===== config.mk =====
export PLATFORM = sky130hd
export DESIGN_NAME = async_fifo_ga
export DESIGN_NICKNAME = d
export VERILOG_FILES = /design/src/rtl/async_fifo_ga.sv
export SDC_FILE = /design/constraint.sdc
export NUM_CORES = 1
export LEC_CHECK = 0
export ABC_AREA = 0
export BUFFER_PORTS_ARGS = -buffer_cell sky130_fd_sc_hd__buf_2
export CAP_MARGIN = 0
export CORE_AREA = 2 2 111 113
export CTS_BUF_LIST = sky130_fd_sc_hd__clkbuf_8
export DETAILED_ROUTE_END_ITERATION = 8
export DIE_AREA = 0 0 113 115
export PLACE_DENSITY = 0.92
export SLEW_MARGIN = 20
export SYNTH_ARGS = -nofsm -noshare
export SYNTH_HDL_FRONTEND = slang
export SYNTH_SLANG_ARGS = --single-unit
export TNS_END_PERCENT = 100

===== constraint.sdc =====
create_clock -name i_uniform_clk -period 4.2 [get_ports i_uniform_clk]
set_input_delay 0.63 -clock i_uniform_clk [delete_from_list [all_inputs] [get_ports i_uniform_clk]]
set_output_delay 0.63 -clock i_uniform_clk [all_outputs]
set_load 0.01 [all_outputs]

===== src/rtl/async_fifo_ga.sv =====
`default_nettype none
// ============================================================================
// Module   : async_fifo_ga
// Brief    : Gray-pointer FIFO with two-flop pointer synchronizers, run from a
//            single clock so flag latencies match the dual-clock deskew slot.
// Revision : 1.0 - initial release
// ============================================================================
module async_fifo_ga #(
    parameter int DSIZE = 10,
    parameter int ASIZE = 4
) (
    input  logic             i_uniform_clk,
    input  logic             i_u_unif_rst_n,
    input  logic             winc,
    input  logic [DSIZE-1:0] wdata,
    output logic             wfull,
    input  logic             rinc,
    output logic [DSIZE-1:0] rdata,
    output logic             rempty,
    output logic             o_overflow,
    output logic             o_underflow,
    output logic [ASIZE:0]   o_wr_cnt
);

    localparam int DEPTH = 1 << ASIZE;

    // ------------------------------------------------------------------
    // Storage (not reset; stale words are hidden behind rempty)
    // ------------------------------------------------------------------
    logic [DSIZE-1:0] mem_q [DEPTH];

    // Write-side state
    logic [ASIZE:0] wbin_q,  wbin_d;
    logic [ASIZE:0] wgray_q, wgray_d;
    logic [ASIZE:0] wq1_rgray_q, wq2_rgray_q;
    logic           wfull_q, wfull_d;
    logic [ASIZE:0] wr_cnt_q, wr_cnt_d;

    // Read-side state
    logic [ASIZE:0] rbin_q,  rbin_d;
    logic [ASIZE:0] rgray_q, rgray_d;
    logic [ASIZE:0] rq1_wgray_q, rq2_wgray_q;
    logic           rempty_q, rempty_d;

    logic           w_wr_en;
    logic           w_rd_en;
    logic [ASIZE:0] w_full_cmp;

    function automatic logic [ASIZE:0] bin2gray(input logic [ASIZE:0] b);
        return b ^ (b >> 1);
    endfunction

    // ------------------------------------------------------------------
    // Write side next-state
    // ------------------------------------------------------------------
    assign w_wr_en = winc && !wfull_q;

    // Full when the write pointer is one lap ahead: top two gray bits differ.
    assign w_full_cmp = {~wq2_rgray_q[ASIZE:ASIZE-1], wq2_rgray_q[ASIZE-2:0]};

    always_comb begin
        wbin_d   = wbin_q + {{ASIZE{1'b0}}, w_wr_en};
        wgray_d  = bin2gray(wbin_d);
        wfull_d  = (wgray_d == w_full_cmp);
        wr_cnt_d = wr_cnt_q;
        if (w_wr_en && (wr_cnt_q != {(ASIZE+1){1'b1}})) begin
            wr_cnt_d = wr_cnt_q + {{ASIZE{1'b0}}, 1'b1};
        end
    end

    always_ff @(posedge i_uniform_clk) begin
        if (!i_u_unif_rst_n) begin
            wbin_q      <= '0;
            wgray_q     <= '0;
            wq1_rgray_q <= '0;
            wq2_rgray_q <= '0;
            wfull_q     <= 1'b0;
            wr_cnt_q    <= '0;
        end else begin
            wbin_q      <= wbin_d;
            wgray_q     <= wgray_d;
            wq1_rgray_q <= rgray_q;
            wq2_rgray_q <= wq1_rgray_q;
            wfull_q     <= wfull_d;
            wr_cnt_q    <= wr_cnt_d;
        end
    end

    always_ff @(posedge i_uniform_clk) begin
        if (w_wr_en) begin
            mem_q[wbin_q[ASIZE-1:0]] <= wdata;
        end
    end

    // ------------------------------------------------------------------
    // Read side next-state
    // ------------------------------------------------------------------
    assign w_rd_en = rinc && !rempty_q;

    always_comb begin
        rbin_d   = rbin_q + {{ASIZE{1'b0}}, w_rd_en};
        rgray_d  = bin2gray(rbin_d);
        rempty_d = (rgray_d == rq2_wgray_q);
    end

    always_ff @(posedge i_uniform_clk) begin
        if (!i_u_unif_rst_n) begin
            rbin_q      <= '0;
            rgray_q     <= '0;
            rq1_wgray_q <= '0;
            rq2_wgray_q <= '0;
            rempty_q    <= 1'b1;
        end else begin
            rbin_q      <= rbin_d;
            rgray_q     <= rgray_d;
            rq1_wgray_q <= wgray_q;
            rq2_wgray_q <= rq1_wgray_q;
            rempty_q    <= rempty_d;
        end
    end

    // ------------------------------------------------------------------
    // Outputs
    // ------------------------------------------------------------------
    assign rdata       = mem_q[rbin_q[ASIZE-1:0]];
    assign wfull       = wfull_q;
    assign rempty      = rempty_q;
    assign o_overflow  = winc && wfull_q;
    assign o_underflow = rinc && rempty_q;
    assign o_wr_cnt    = wr_cnt_q;

endmodule
`default_nettype wire


* After elaboration in Yosys (flattened, before gate mapping)
Memories as Yosys holds them, arrays and structs flattened. A register that Yosys moved wholly into a read port is not among the register bits.
Index checks and enable logic that the tools add are counted.
** Storage, ports and cells
- Bits in registers :: 47
- RAM bits :: 160
- Input port bits :: 14
- Output and inout bits :: 19
- Memories kept :: 1
** Memory list
- mem_q :: words 16, width 10, read ports 1, clocked after Yosys merged registers in 1, wr ports 1, RTL line 30 : logic [DSIZE-1:0] mem_q [DEPTH];
** Cells by class
- Add/sub/neg operators :: 3
- Equality and inequality tests :: 3
- Muxes and demuxes :: 3
- Bitwise operators :: 3
- Reductions and logical operators :: 7
** Operators by type and width (count)
- $add 5x1->5 :: 2
- $eq 5x5->1 :: 2
- $xor 5x4->5 :: 2
- $add 5x1->5 const B :: 1
- $logic_and 1x1->1 :: 5
- $ne 5x5->1 const B :: 1
- $mux 4 :: 1
- $logic_not 1->1 :: 2
- $mux 1 :: 2
- $not 2->2 :: 1

* Depth between registers and ports, before layout
Gate-level depths: netlist (run 1).
- Depth after elaboration :: 5
- Mapped depth :: 9
- Depth with buffers taken out :: 9

* Least setup slack after synthesis (run 1)
No wires, ideal clock.
- Kind :: register to output
- From :: register, netlist name rbin_q[1]
- To :: output port rdata[0]
- Arrival :: 1643 ps
- Required time :: 3570 ps
- Slack :: 1927 ps
- Stages on the path, launching flop included :: 5
- Path buffers :: 2
- Cells stage by stage :: dfxtp_1 > clkbuf_1 > clkbuf_1 > mux4_2 > mux4_2
** RTL lines
- end: declaration :: RTL line 18 : output logic [DSIZE-1:0] rdata,

==> results of run 1 <==
==> cells by family after synthesis <==
| kind of cell | count (synthesis) |
|---|---|
| AOI/OAI and AO/OA | 8 |
| xor gates and xnor gates | 28 |
| adders and majority gates | 6 |
| buffers and inverters | 18 |
| DFF | 205 |
| muxes | 50 |
| and+or+nand+nor | 90 |
==> power by group <==
| group | leakage [nW] | switching (mW) | internal (mW) |
|---|---|---|---|
| Clock | 0.350 | 0.688 | 0.807 |
| Combinational | 0.923 | 0.102 | 0.0878 |
| Sequential | 1.81 | 0.0149 | 2.22 |
| Total | 3.08 | 0.805 | 3.11 |
==> state kept, by name (all words and copies together) (netlist names) <==
register / cells
wbin_q: 5
wfull: 1
o_wr_cnt: 5
wgray_q: 4
wq2_rgray_q: 5
rq2_wgray_q: 5
mem_q: 160
rq1_wgray_q: 5
rbin_q: 5
rempty: 1
wq1_rgray_q: 5
rgray_q: 4
==> routing by layer <==
layer / global-route usage / vias up / wire length [um]
met3: 0.0385 / 24 / 900
met1: 0.306 / 1983 / 5740
met2: 0.414 / 154 / 7540
li1: - / 1728 / -
met5: 0 / - / 0
met4: 0.0675 / 0 / 287
==> metrics by stage <==
stage / cell area, um^2 / worst slack (ns) / hold WS [ns] / total power [mW]
6_report: 8860 / 0.880 / 0.426 / 3.92
5_1_grt: 8860 / 0.773 / 0.438 / 4.04
4_1_cts: 8840 / 0.842 / 0.430 / 3.94
3_5_place_dp: 8260 / 1.40 / 0.419 / 2.47
3_3_place_gp: 8260 / 1.49 / 0.416 / 2.46
2_1_floorplan: 7920 / 1.93 / 0.412 / 2.40
==> layout by cell type (no fill, tap or decap), types with 3 or more instances in the layout <==
cell / Yosys / layout
and2_1: 38 / 38
buf_2: 1 / 32
buf_4: 0 / 13
clkbuf_8: 0 / 38
clkinv_1: 0 / 3
dfxtp_1: 45 / 44
edfxtp_1: 160 / 160
ha_1: 6 / 6
inv_1: 1 / 13
mux4_1: 31 / 31
mux4_2: 19 / 19
nand2_1: 9 / 9
nand2b_1: 3 / 3
nand3_1: 6 / 6
nor2_1: 18 / 13
nor2_2: 0 / 5
nor2b_1: 7 / 7
nor3_1: 4 / 4
xnor2_1: 14 / 14
xor2_1: 13 / 13
==> worst max-delay path, delay by kind of cell (launching register included) <==
kind | cells | cell delay [ns]
DFF | 1 | 0.42
buffers and inverters | 2 | 0.58
muxes | 2 | 1.14
==> synthesized netlist by cell type, types with 6 or more instances <==
master    number
mux4_2        19
xor2_1        13
nand2_1        9
nor2_1        18
xnor2_1       14
clkbuf_1      11
nand3_1        6
and2_1        38
dfxtp_1       45
edfxtp_1     160
nor2b_1        7
mux4_1        31
ha_1           6
==> layout make-up <==
cell class	instances	area share
Clock buffer	38	0.0590
Clock inverter	17	0.00749
Inverter	1	0.000424
Multi-Input combinational cell	182	0.239
Sequential cell	205	0.644
Tap cell	147	0.0208
Timing Repair Buffer	45	0.0291
==> path summary, 6_finish.rpt <==
kind,from,end,slack (ns),cells after the start
max,rbin_q[0],rdata[1],0.88,4
min,rq1_wgray_q[1],rq2_wgray_q[1],0.43,1
max reg2reg,wfull,wfull,1.92,9
min reg2reg,rq1_wgray_q[1],rq2_wgray_q[1],0.43,1
==> run_results.csv, run 1 <==
group,metric,value,unit
timing,relSlewSlack,0.267,
synthesis,muxShareOfSynthArea,0.157,
drt,vias_per_cell,6.12,
clock_tree,cts_max_path_buffers,3,
synthesis,ys.warnings.count,0,
synthesis,synth_compound_area_frac,0.00632,
cells_and_area,area_growth,11.8,%
critical_path,cp_max_fo,24,
clock_tree,ctsResizeCount,0,
synthesis,synth_top_family_by_area,"multiplexers",
clock_tree,cts.sinks,205,
timing,fin_skew,0.0153,ns
drt,postRouteAntennaNets,0,
timing,period_share,0.791,
global_routing,antenna_found_initial,0,
floorplan,placementRows,40,
cells_and_area,utilization,0.750,
run_status,status,"finished with violations",
cells_and_area,fin_nets,485,
synthesis,synth_top_area_frac,0.606,
clock_tree,clk_latency,0.53,ns
synthesis,synth_nets,425,
floorplan,die-height,115,um
synthesis,synth_cell_types,28,
clock_tree,cts-root-buf,"clkbuf_8",
critical_path,worstSetupPathType,"reg2out",
critical_path,worstPathCellList,"buf_4 -> mux4_1 -> mux4_2 -> buf_2",
synthesis,synth_fa_ha_area_frac,0.00947,
synthesis,syn_area_per_cell,19.6,um^2
placement,gp_congestion,0.748,
synthesis,ys.flop_type,"edfxtp_1",
timing,setup_tns,0,ns
cells_and_area,nFillCells,667,
critical_path,crit_required,3.57,ns
run_status,violations,"design-rule violations",
cells_and_area,multi_input_area,2120,um^2
cells_and_area,stdcell_count,635,
drt,drt-initial-drc-count,355,
pwr,powerDensity,442,nW/um^2
floorplan,die_w,113,um
drt,drc,3,
clock_tree,htree_levels,1,
pwr,vdd_drop_max,0.000306,V
timing,max_slew.worst_pin.slew,1.09,ns
clock_tree,numCtsBuffers,30,
timing,setup_viol,0,
synthesis,async_reset_ff_frac,0,
cells_and_area,regArea,5710,um^2
timing,finalCriticalPeriod,3.32,ns
critical_path,end_kind,"primary output",
timing,slew_viol_final,0,
global_routing,grt_pass1_vias,4042,
clock_tree,cts.reportedPaths.clkPinSlew,0.06,ns
floorplan,io_pins,33,
global_routing,grt_usage,0.234,
floorplan,start_util,0.671,
synthesis,yosys.area_share.simple,0.0610,
synthesis,synthTopCellsByArea,"edfxtp_1 (61%), dfxtp_1 (11%), mux4_1 (10%)",
drt,finalWirelength,14500,um
job,drv_cap,0,
placement,dpl.cell_count,580,
timing,max_freq,301,MHz
critical_path,slowest_stage,"mux4_1",
synthesis,synth_top_area_cell,"edfxtp_1",
cells_and_area,drive_gt1_frac,0.227,
drt,vias,3889,
global_routing,grt_max_degree,46,
placement,portBuffers,32,
clock_tree,cts_tree,"yes",
synthesis,synth-xor-area-share,0.0319,
synthesis,synth-seq-cells,205,
synthesis,seq_area_frac_synth,0.720,
floorplan,dieArea,13000,um^2
floorplan,core,11800,um^2
clock_tree,holdBufCountCts,0,
timing,rsz0062_at_grt,"no",
pwr,leakage,3.08,nW
min_path,hold_class,"reg2reg",
drt,dr.pass1.iters,6,
critical_path,crit_path_max_incr_delay,0.63,ns
drt,wire_per_inst,22.8,um
synthesis,synth_edf_count,160,
cells_and_area,antenna_cells,0,
synthesis,synth_area,7920,um^2
critical_path,cp-start-kind,"flop",
placement,hpwl,8690,um
global_routing,grt_overflow,0,
clock_tree,post_cts_buffers,0,
timing,final-hold-violation-count,0,
critical_path,cp.arrival,2.69,ns
global_routing,grt_pass1_wl,22200,um
synthesis,netlist_instances,405,
(Power assumes the default switching activity.)
==> run 2: changes to the inputs <==
Settings changed: CORE_AREA 2 2 111 113 to 2 2 121 123, DIE_AREA 0 0 113 115 to 0 0 123 125, PLACE_DENSITY 0.92 to 0.83.
Clock period 4.2 ns to 3 ns, I/O delays scaled along.
==> run_results.csv, run 2 (synthesis results as in run 1) <==
group,metric,value,unit
cells_and_area,largest_reg_flops,160,
global_routing,grt_overflow,0,
critical_path,r2r_slack,0.75,ns
critical_path,cp-start-kind,"flop",
critical_path,cp_max_fo,17,
clock_tree,htree_levels,1,
timing,finalCriticalPeriod,2.89,ns
job,drv_cap,0,
drt,finalWirelength,14700,um
cells_and_area,multi_input_area,2100,um^2
placement,gp_congestion,0.768,
timing,relSlewSlack,0.501,
critical_path,worstSetupPathType,"reg2out",
floorplan,dieArea,15400,um^2
clock_tree,numCtsBuffers,31,
drt,wire_per_inst,21.5,um
cells_and_area,mostFrequentLayoutCell,"edfxtp_1",
run_status,status,"complete, no violations",
global_routing,antenna_found_initial,0,
timing,fin_hold_ws,0.271,ns
cells_and_area,drive_gt1_frac,0.234,
timing,setup_viol,0,
global_routing,grt_pass1_wl,22600,um
cells_and_area,area_growth,14.1,%
clock_tree,cts.reportedPaths.clkPinSlew,0.07,ns
min_path,hold_class,"in2reg",
pwr,fin_total_pwr,5.60,mW
floorplan,die-height,125,um
timing,slew_viol_final,0,
drt,vias_per_cell,5.62,
placement,hpwl,8830,um
clock_tree,cts_tree,"yes",
drt,dr.pass1.iters,5,
global_routing,grt_usage,0.200,
timing,max_freq,346,MHz
timing,setup_tns,0,ns
drt,drc,0,
cells_and_area,nFillCells,933,
drt,vias,3853,
pwr,leakage,3.15,nW
critical_path,worst_r2r_path_depth,9,
timing,rsz0062_at_grt,"no",
global_routing,grt_max_degree,46,
placement,portBuffers,32,
clock_tree,cts_max_path_buffers,3,
floorplan,start_util,0.558,
clock_tree,cts.sinks,205,
pwr,vdd_drop_max,0.000506,V
pwr,powerDensity,619,nW/um^2
floorplan,io_pins,33,
floorplan,placementRows,44,
critical_path,cp.arrival,2.44,ns
critical_path,reg2reg_from,"wfull",
critical_path,reg2reg_to,"wfull",
timing,period_share,0.964,
floorplan,die_w,123,um
critical_path,endpoint,"rdata[1]",
critical_path,startpoint,"rbin_q[0]",
critical_path,crit_required,2.55,ns
critical_path,end_kind,"primary output",
cells_and_area,regArea,5710,um^2
drt,postRouteAntennaNets,0,
cells_and_area,fin_nets,496,
cells_and_area,final_cell_mix,"edfxtp_1 (160), dfxtp_1 (44), and2_1 (38), clkbuf_8 (37), buf_2 (32)",
timing,fin_skew,0.00977,ns
clock_tree,clk_latency,0.54,ns
timing,max_slew.worst_pin.slew,0.748,ns
cells_and_area,antenna_cells,0,
timing,final-hold-violation-count,0,
clock_tree,cts-root-buf,"clkbuf_8",
floorplan,core,14200,um^2
drt,drt-initial-drc-count,277,
global_routing,grt_pass1_vias,4036,
clock_tree,holdBufCountCts,0,
==> run 2: changes by cell type in the layout (fill, tap and decap cells not counted), moves of 2 or more <==
cell	before	now
inv_1	13	10
nor2_1	13	18
buf_4	13	20
buf_12	0	2
nor2_2	5	0
clkinv_1	3	8
==> run 2: routing by layer <==
layer,global-route usage,part of all wire,vias up
met5,0,0,-
met4,0.0608,0.022,0
met3,0.0356,0.064,25
met2,0.338,0.51,149
met1,0.268,0.40,1934
li1,-,-,1745
==> run 2: layout make-up <==
class,instances,share of cell area
Inverter,1,0.000415
Clock inverter,21,0.0123
Timing Repair Buffer,55,0.0418
Clock buffer,37,0.0563
Multi-Input combinational cell,182,0.233
Sequential cell,205,0.631
Tap cell,184,0.0255
==> run 2: power by group <==
part | switching, mW | internal, mW
combinational | 0.148 | 0.132
clock | 0.997 | 1.20
sequential | 0.0217 | 3.10
==> run 2: per-stage QoR <==
step / worst slack, ns / utilization / area, um^2 / instances
5_1_grt: 0.0365 / 0.637 / 9040 / 685
2_1_floorplan: 0.907 / - / 7920 / 405
3_5_place_dp: 0.470 / 0.590 / 8380 / 624
4_1_cts: 0.0281 / 0.637 / 9050 / 685
3_3_place_gp: 0.522 / 0.590 / 8380 / 624
6_report: 0.107 / 0.637 / 9040 / 685
==> run 2: worst min path at each step <==
stage / from / endpoint / depth (start not counted)
floorplan: wgray_q[0] / rq1_wgray_q[0] / 1
global placement: rq1_wgray_q[0] / rq2_wgray_q[0] / 1
detailed placement: rq1_wgray_q[0] / rq2_wgray_q[0] / 1
CTS: wdata[9] / mem_q[4][9] / 1
global route: wdata[1] / mem_q[1][1] / 1
finish: wdata[3] / mem_q[12][3] / 1
==> run 2: worst max-delay path: stages, from the launching register on <==
cell	delay, ns
dfxtp_4	0.43
buf_12	0.20
mux4_1	0.59
mux4_2	0.51
buf_2	0.16
==> run 2: timing repair <==
item                       in CTS  in global routing
resized for setup               1                  1
setup endpoints to repair       9                  5
cloned                          1                  0
setup buffers                   2                  0
